<file path="src/rtl/fetch_queue.sv">
// fetch_queue: circular buffer of fetched {pc, instr} entries between fetch and decode.
// stall_pc comes from the registered count only, so the PC hold enable has no
// combinational path from push_valid or pop_ready.
// Optional build macro: FETCHQ_BYPASS_EN. When it is defined, an empty queue forwards
// the incoming push straight to out_* in the same cycle.
module fetch_queue #(
  parameter int DEPTH = 4  // must be a power of two, >= 2
) (
  input  logic                     clk,
  input  logic                     reset,
  input  logic                     push_valid,
  input  logic [31:0]              push_pc,
  input  logic [31:0]              push_instr,
  input  logic                     flush,
  input  logic                     pop_ready,
  output logic                     stall_pc,
  output logic                     out_valid,
  output logic [31:0]              out_pc,
  output logic [31:0]              out_instr,
  output logic [$clog2(DEPTH):0]   count
);
  localparam int AW = $clog2(DEPTH);
  localparam logic [AW:0] FULL_CNT = (AW+1)'(DEPTH);
  localparam logic [31:0] IDLE_PC  = 32'h0000_3000;

  typedef struct packed {
    logic [31:0] pc;
    logic [31:0] instr;
  } entry_t;

  entry_t        mem [DEPTH];
  logic [AW-1:0] wptr, rptr;
  logic [AW:0]   cnt;

  logic full, stored_valid, push_ok, pop_ok, byp, byp_take, wr_en, rd_en;

  assign full         = (cnt == FULL_CNT);
  assign stall_pc     = full;
  assign count        = cnt;
  assign stored_valid = (cnt != '0) && !flush;
  assign push_ok      = push_valid && !flush && !full;

`ifdef FETCHQ_BYPASS_EN
  // Empty queue: present the incoming fetch directly to decode.
  assign byp      = (cnt == '0) && !flush && push_valid;
`else
  assign byp      = 1'b0;
`endif
  assign out_valid = stored_valid || byp;
  assign pop_ok    = out_valid && pop_ready && !flush;
  // A bypassed entry taken by decode in the same cycle is never stored.
  assign byp_take  = byp && pop_ready;
  assign wr_en     = push_ok && !byp_take;
  assign rd_en     = pop_ok && !byp_take;

  // Head-of-queue output mux; idle value is a nop at the reset PC.
  always_comb begin
    out_pc    = IDLE_PC;
    out_instr = 32'h0;
    if (byp) begin
      out_pc    = push_pc;
      out_instr = push_instr;
    end else if (stored_valid) begin
      out_pc    = mem[rptr].pc;
      out_instr = mem[rptr].instr;
    end
  end

  // Entry storage; contents are don't-care while the slot is unoccupied.
  always_ff @(posedge clk) begin
    if (wr_en) mem[wptr] <= '{pc: push_pc, instr: push_instr};
  end

  // Pointers and occupancy; flush wins over any push/pop in the same cycle.
  always_ff @(posedge clk or posedge reset) begin
    if (reset) begin
      wptr <= '0;
      rptr <= '0;
      cnt  <= '0;
    end else if (flush) begin
      wptr <= '0;
      rptr <= '0;
      cnt  <= '0;
    end else begin
      if (wr_en) wptr <= wptr + 1'b1;
      if (rd_en) rptr <= rptr + 1'b1;
      case ({wr_en, rd_en})
        2'b10:   cnt <= cnt + 1'b1;
        2'b01:   cnt <= cnt - 1'b1;
        default: cnt <= cnt;
      endcase
    end
  end
endmodule

</file>
<file path="config.mk">
export PLATFORM = sky130hd
export DESIGN_NAME = fetch_queue
export DESIGN_NICKNAME = d
export VERILOG_FILES = /design/src/rtl/fetch_queue.sv
export SDC_FILE = /design/constraint.sdc
export NUM_CORES = 1
export LEC_CHECK = 0
export CORE_MARGIN = 2
export CORE_UTILIZATION = 47
export CTS_CLUSTER_SIZE = 20
export DETAILED_ROUTE_END_ITERATION = 10
export HOLD_SLACK_MARGIN = 0.02
export MAX_ROUTING_LAYER = met4
export PLACE_DENSITY = 0.7
export SLEW_MARGIN = 20
export SYNTH_ARGS = -nofsm -noshare
export SYNTH_HDL_FRONTEND = slang
export SYNTH_SLANG_ARGS = --single-unit
</file>
<file path="constraint.sdc">
create_clock -name clk -period 7.7 [get_ports clk]
set_clock_uncertainty 0.2 [all_clocks]
set_input_delay 1.925 -clock clk [delete_from_list [all_inputs] [get_ports clk]]
set_output_delay 1.925 -clock clk [all_outputs]
set_load 0.01 [all_outputs]
</file>
Word level (Yosys, flattened, before mapping)
Memory sizes are Yosys's and may differ from the RTL's.
Cells that the tools add are included.
{"block": "classes", "reduce_logical": 11, "add_sub_neg": 4, "n_mux": 10, "eq_ne": 3}
{"op": "32-bit 2-to-1 mux", "n": 2}
{"op": "2-bit 2-to-1 mux", "n": 4}
{"op": "3-bit case mux with 2 select lines", "n": 1}
{"op": "3-bit nonzero test", "n": 2}
{"op": "1-bit logical AND", "n": 5}
{"op": "2-bit by 1-bit adder with 2-bit output (second input constant)", "n": 2}
{"op": "2-bit nonzero test", "n": 2}
{"op": "3-bit by 1-bit adder with 3-bit output (second input constant)", "n": 1}
{"op": "3-bit == test (second input constant)", "n": 1}
{"op": "3-bit 2-to-1 mux", "n": 1}
{"op": "3-bit by 1-bit subtractor with 3-bit output (second input constant)", "n": 1}
{"op": "2-bit by 1-bit == test with 1-bit output (second input constant)", "n": 1}
{"op": "2-bit == test (second input constant)", "n": 1}
{"op": "1-bit zero test", "n": 2}
{"op": "1-bit 2-to-1 mux", "n": 2}
{"block": "totals", "wordCells": 32, "memories": 1, "output_inout_bits": 69, "register_bits": 7, "input_bits": 69, "ram_bits": 256}
{"memory": "mem", "depth": 4, "width": 64, "rd": 1, "rd_ports_with_merged_regs": 0, "write_ports": 1, "line_no": "31", "text": "entry_t mem [DEPTH];"}

Longest topological paths before layout
Gate-level depths: netlist (run 1).
{"block": "depth", "ltp_word": 7, "mapped_depth": 7, "ltp_nobuf": 6}

Least setup slack after synthesis (run 1)
OpenSTA, ideal clock, no wires.
{"block": "synth_path", "kind": "in2reg", "startpoint": "in push_valid", "endpoint": "mem mem[0][0] in the netlist's numbering (enable)", "setup_slack_ns": -0.176, "setup_ns": 0.578, "path_stages": 3, "arrival_time_ns": 7.098, "cell_sequence": "clkbuf_1 -> nand2_1 -> nor3b_1"}
{"block": "synth_via", "elab_chain_cells": 4}
{"element": "from (decl)", "line_no": "11", "text": "input logic push_valid,"}
{"element": "1-bit logical AND (2 in series)", "line_no": "41", "text": "assign push_ok = push_valid && !flush && !full;"}
{"element": "1-bit 2-to-1 mux", "line_no": "71", "text": "if (wr_en) mem[wptr] <= '{pc: push_pc, instr: push_instr};"}
{"element": "1-bit 2-to-1 mux (not written as such)", "line_no": "71"}
{"element": "to (decl)", "line_no": "31"}
Every way passes these cells.

Worst setup path in the final report (run 1)
{"block": "layout_path", "startpoint": "in flush", "endpoint": "out out_instr[30]"}
{"block": "layout_via", "elab_chain_cells": 3}
{"element": "from (decl)", "line_no": "14", "text": "input logic flush,"}
{"element": "1-bit zero test", "line_no": "40", "text": "assign stored_valid = (cnt != '0) && !flush;"}
{"element": "1-bit logical AND", "line_no": "40"}
{"element": "32-bit 2-to-1 mux", "line_no": "63", "text": "end else if (stored_valid) begin"}
{"element": "to (decl)", "line_no": "19", "text": "output logic [31:0] out_instr,"}
Every way passes these cells.

==> results of run 1 <==
## power by group
group / internal, W / total [W] / switching, W
registers: 0.00161 / 0.00164 / 0.0000268
logic: 0.000179 / 0.000312 / 0.000133
clock network: 0.000739 / 0.00123 / 0.000489
total: 0.00253 / 0.00318 / 0.000649
## layout make-up
| cell class | count | area (um^2) |
|---|---|---|
| Clock buffer | 34 | 702 |
| Inverter | 8 | 30.0 |
| Fill cell | 1508 | 8390 |
| Clock inverter | 13 | 138 |
| Multi-Input combinational cell | 173 | 2200 |
| Sequential cell | 263 | 7870 |
| Antenna cell | 1 | 2.50 |
| Tap cell | 275 | 344 |
| Timing Repair Buffer | 149 | 1480 |
## registers in the layout, summed over array words and instances (netlist names)
name,cells
rptr,2
count,3
mem,256
wptr,2
## per-stage QoR
| stage | utilization | setup WS [ns] | total power [W] | TNS [ns] | hold WS (ns) |
|---|---|---|---|---|---|
| after CTS | 0.602 | 1.03 | 0.00322 | 0 | 0.403 |
| final | 0.603 | 1.11 | 0.00318 | 0 | 0.410 |
| after detailed placement | 0.562 | 1.03 | 0.00199 | 0 | 0.392 |
| after global routing | 0.603 | 0.896 | 0.00331 | 0 | 0.457 |
| after floorplan | - | -0.176 | 0.00184 | -45.13 | 0.357 |
| after global placement | 0.562 | 1.14 | 0.00198 | 0 | 0.371 |
## cell families after synthesis
kind of cell    Yosys count  synth area share
flops                   263             0.770
simple gates             85            0.0511
mux                      65             0.142
buf+inv                  34            0.0178
compound gates           15           0.00980
fa+ha+maj                 5           0.00686
xor+xnor                  3           0.00257
## cells in the mapped netlist (2+ instances only)
| cell type | instances |
|---|---|
| a21oi_1 | 4 |
| buf_6 | 5 |
| clkbuf_1 | 10 |
| inv_1 | 8 |
| nor3b_1 | 5 |
| o21ai_0 | 2 |
| nand3_1 | 4 |
| o22ai_1 | 2 |
| nand2_1 | 2 |
| ha_1 | 4 |
| nor2_1 | 3 |
| mux4_2 | 64 |
| o2111ai_1 | 2 |
| dfrtp_1 | 7 |
| edfxtp_1 | 256 |
| xor2_1 | 2 |
| and2_1 | 63 |
| buf_2 | 10 |
| or3_1 | 2 |
## worst min-delay path, cell delays in order (launching register included)
cell,delay (ns)
dfrtp_1,0.41
o21ai_0,0.09
a21oi_1,0.07
## worst max path at each step
stage                     slack (ns)        from             to  cells past startpoint
final                           1.11       flush  out_instr[30]                      5
after global routing            0.90       flush  out_instr[30]                      5
after CTS                       1.03       flush  out_instr[30]                      5
after detailed placement        1.03       flush  out_instr[30]                      5
after global placement          1.14       flush  out_instr[15]                      5
after floorplan                -0.18  push_valid      mem[0][0]                      3
## metal layers
layer / track usage / share of wire
met5: - / 0
met4: 0.0463 / 0.017
met3: 0.0386 / 0.060
met2: 0.293 / 0.52
met1: 0.220 / 0.40
==> impl_results.md, run 1 <==
- Drt wl/cell: 21.0 um
- # IOs: 138
- CTS tree: yes
- Worst Path Arrival: 4.47 ns
- Crit Path Class: in2out
- Die width: 151 um
- Final HPWL DP: 11200 um
- Htree depth: 1
- Max-slew violation count: 0
- Net count after synthesis: 544
- Hold Crit Depth: 2
- HP Start: wptr[1]
- #FFs+latches synth: 263
- Pwr/cell area: 249 nW/um^2
- Distinct cell type count after synthesis: 34
- GRT Total Usage: 0.175
- ANT nets after route: 0
- Starting DRT DRC Count: 254
- Post-synthesis async set-or-reset flop share: 0.0266
- Die height: 151 um
- Via-to-Cell Ratio: 5.44
- Placer congestion estimate: 0.743
- Worst slew pin tran: 1.01 ns
- Most frequent CP cell: clkdlybuf4s50_1
- Main flop type after synthesis: edfxtp_1
- Synthesized instance count: 470
- Clk slew on worst S/H paths: 0.06 ns
- Mapped Avg Cell Area: 21.7 um^2
- Synth Cell Area: 10200 um^2
- Port bufs: 137
- Bufs and invs on worst path: 3
- Vias in the first global route: 5356
- Clk_lat worst skew: 0.52 ns
- Synth-to-Final Area Change: 25.0%
- Drt total wl: 19200 um
- Cell family with most CP delay: buffers and inverters
- Postcts setup bufs: 0
- Worst Reg2Reg Path Length in Cells: 6
- Root Buffer: clkbuf_16
- DRT Pass-1 Iters: 4
- Worst r2r src: count[0]
- Area after DPL: 11900 um^2
- Worst vdd ir: 0.183 mV
- # rows: 53
- Initial antenna violation count: 1
- Biggest area consumer among synthesized cells: edfxtp_1
- First-pass GRT wire length: 29100 um
- MaxCap Viol Count: 0
- Cells along the critical path: clkdlybuf4s50_1 > nor2_4 > buf_4 > and2_1 > clkdlybuf4s50_1
- Leakage: 4.07 nW
- Fin crit period: 6.59 ns
- Via count: 4983
- Slew headroom: 0.324
- Placed Cells: 867
- Largest cells by area after synthesis: edfxtp_1, mux4_2, and2_1
- Most frequent cells in the layout: edfxtp_1, clkdlybuf4s50_1, mux4_2
- Final worst-path cycle share: 0.856
- Commonest non-fill, non-tap cell in the layout: edfxtp_1
- Startpoint Class: primary input
- Setup violators final: 0
- Cts hold-fix bufs: 0
- GRT overflow: 0
- Worst Path Max Fanout: 36
- Number of clock sinks: 263
- Seq/Total Area, Yosys: 0.770
- CTS max path bufs: 3
- Fin cells: 916
- DRC viols: 0
- Number of synthesized flops with an enable pin: 256
- Setup crit end kind: output port
- Slowest-stage cell, CP: nor2_4
- Post-synth top area share: 0.753
- Unrepaired setup endpoints after global routing: false
- Critical Path RT: 5.58 ns
- Core area: 21200 um^2
- Share of cells above drive strength 1: 0.191
- Reg2Reg Setup Slack: 4.98 ns
- Design area: 12800 um^2
- Largest net degree at the start of global routing: 66
- CTS buffer count: 26
- Worst-case hold path end point: wptr[1]
- Initial core utilization: 0.483
- CP max stage delay: 0.80 ns
- Synth warnings: 0
- Hold Violations, Final: 0
- Fmax: 152 MHz
- Status: complete, no violations
- R2r endpoint: count[1]
- Final nets: 695
- HP Class: reg2reg
- Post-CTS sizing: 0
- Full die area: 22900 um^2
No activity file was read; power rests on OpenSTA's default activity.
==> run 2: changes to the inputs <==
--- a/config.mk
+++ b/config.mk
@@ -6,12 +6,12 @@
 export NUM_CORES = 1
 export LEC_CHECK = 0
 export CORE_MARGIN = 2
-export CORE_UTILIZATION = 47
+export CORE_UTILIZATION = 55
 export CTS_CLUSTER_SIZE = 20
 export DETAILED_ROUTE_END_ITERATION = 10
 export HOLD_SLACK_MARGIN = 0.02
 export MAX_ROUTING_LAYER = met4
-export PLACE_DENSITY = 0.7
+export PLACE_DENSITY = 0.8
 export SLEW_MARGIN = 20
 export SYNTH_ARGS = -nofsm -noshare
 export SYNTH_HDL_FRONTEND = slang
==> impl_results.md, run 2 (synthesized netlist as in run 1, its figures left out) <==
- Status: complete, no violations
- Met2 Use GR: 0.341
- Worst Path Arrival: 4.52 ns
- Hold Violations, Final: 0
- Startpoint Class: primary input
- Worst Reg2Reg Path Length in Cells: 4
- Synth-to-Final Area Change: 24.3%
- Full die area: 19700 um^2
- Die width: 140 um
- Placer congestion estimate: 0.741
- GRT overflow: 0
- # rows: 49
- Final HPWL DP: 11400 um
- Commonest non-fill, non-tap cell in the layout: edfxtp_1
- Post-CTS sizing: 0
- Final nets: 691
- Met3 Use GR: 0.0311
- Multi-input logic area: 2200 um^2
- First-pass GRT wire length: 29200 um
- Fmax: 151 MHz
- Slowest-stage cell, CP: nor2_4
- Die height: 140 um
- Vias in the first global route: 5183
- Critical Path RT: 5.58 ns
- Max reg flops: 256
- Placed Cells: 819
- Largest net degree at the start of global routing: 66
- Htree depth: 1
- CTS tree: yes
- Crit Path Class: in2out
- Initial core utilization: 0.565
- CTS buffer count: 25
- Unrepaired setup endpoints after global routing: false
- DRC viols: 0
- Switching Fraction: 0.203
- Postcts setup bufs: 0
- Port bufs: 137
- Most frequent CP cell: clkdlybuf4s50_1
- Cells along the critical path: clkdlybuf4s50_1 > nor2_4 > buf_4 > and2_1 > clkdlybuf4s50_1
- Share of cells above drive strength 1: 0.190
- Most frequent cells in the layout: edfxtp_1, clkdlybuf4s50_1, mux4_2
- Via-to-Cell Ratio: 5.70
- Clk slew on worst S/H paths: 0.06 ns
- Drt total wl: 18900 um
- Sequential share of power: 0.519
- NetSw: 0.000645 W
- FF+latch area: 7870 um^2
- Via count: 4938
- Final hold slack: 0.402 ns
- Global routing's busiest layer: met2
- Fin cells: 866
- ANT nets after route: 0
- Setup violators final: 0
- MaxCap Viol Count: 0
- Hold Crit Depth: 2
- Slew headroom: 0.305
- Worst vdd ir: 0.196 mV
- Worst Path Max Fanout: 36
- Clk_lat worst skew: 0.51 ns
- Worst r2r src: count[0]
- # IOs: 138
- Worst-case hold path end point: wptr[0]
- Max-slew violation count: 0
- HP Start: wptr[0]
- Reg with most FFs: mem
- Met1 Track Usage GR: 0.254
- Final worst-path cycle share: 0.863
- Drt wl/cell: 21.8 um
- Starting DRT DRC Count: 345
- Setup crit end kind: output port
- Fillers: 1060
- HP Class: reg2reg
- Fin crit period: 6.64 ns
- Cell Int Power: 0.00253 W
- Number of clock sinks: 263
- CP max stage delay: 0.80 ns
- Cts hold-fix bufs: 0
- Worst slew pin tran: 1.04 ns
- Clk pwr share: 0.387
- R2r endpoint: mem[0][11]
- GRT Total Usage: 0.202
- CTS max path bufs: 3
- Combinational fraction of design power: 0.094
- Core area: 18100 um^2
- Core Util, Final: 0.702
- Root Buffer: clkbuf_16
- Initial antenna violation count: 1
- Leakage: 4.06 nW
- DRT Pass-1 Iters: 4
- Pwr/cell area: 250 nW/um^2
- Reg2Reg Setup Slack: 4.72 ns
-- run 2: cell count changes in the layout (fill, tap and decap cells not counted) --
cell | before | now
buf_12 | 0 | 2
buf_16 | 1 | 0
buf_4 | 11 | 7
clkbuf_1 | 7 | 4
clkbuf_16 | 27 | 25
clkbuf_8 | 0 | 5
clkinv_2 | 5 | 4
clkinvlp_4 | 1 | 0
inv_6 | 0 | 1
nor3b_2 | 4 | 3
nor3b_4 | 0 | 1
-- run 2: per-layer routing --
metal | up-vias | wire (um)
met5 | - | 0
met4 | 0 | 571
met3 | 39 | 1010
met2 | 153 | 9910
met1 | 2548 | 7420
li1 | 2198 | -
-- run 2: worst max-delay path, delay by kind of cell --
kind                   cells  cell delay (ns)
AND/OR/NAND/NOR            2             0.97
buffers and inverters      3             1.61
-- run 2: layout make-up --
| type | instances | area share |
|---|---|---|
| timing repair buffer | 146 | 0.115 |
| tap | 229 | 0.0226 |
| clock inverter | 12 | 0.0105 |
| multi-input combinational | 173 | 0.173 |
| inverter | 8 | 0.00236 |
| sequential | 263 | 0.620 |
| clock buffer | 34 | 0.0559 |
| antenna | 1 | 0.000197 |
-- run 2: stage by stage --
step	power (W)	cell area, um^2	TNS, ns	setup slack [ns]
5_1_grt	0.00329	12700	0	0.852
3_5_place_dp	0.00198	11900	0	0.964
3_3_place_gp	0.00197	11800	0	1.13
6_report	0.00318	12700	0	1.06
2_1_floorplan	0.00184	10200	-45.13	-0.176
4_1_cts	0.00321	12700	0	0.986
-- run 2: power by group through the flow --
stage / registers [W] / logic, W / clock network, W
2_1_floorplan: 0.00166 / 0.000186 / 0
3_3_place_gp: 0.00168 / 0.000292 / 0
3_5_place_dp: 0.00168 / 0.000302 / 0
4_1_cts: 0.00165 / 0.000303 / 0.00126
5_1_grt: 0.00166 / 0.000321 / 0.00131
6_report: 0.00165 / 0.000298 / 0.00123
-- run 2: worst max-delay path by stage --
stage / from / slack [ns] / cells after the start / end
after global placement: flush / 1.13 / 5 / out_instr[12]
after detailed placement: flush / 0.96 / 5 / out_pc[0]
after global routing: flush / 0.85 / 5 / out_instr[28]
after CTS: flush / 0.99 / 5 / out_pc[0]
after floorplan: push_valid / -0.18 / 3 / mem[0][0]
final: flush / 1.06 / 5 / out_instr[28]
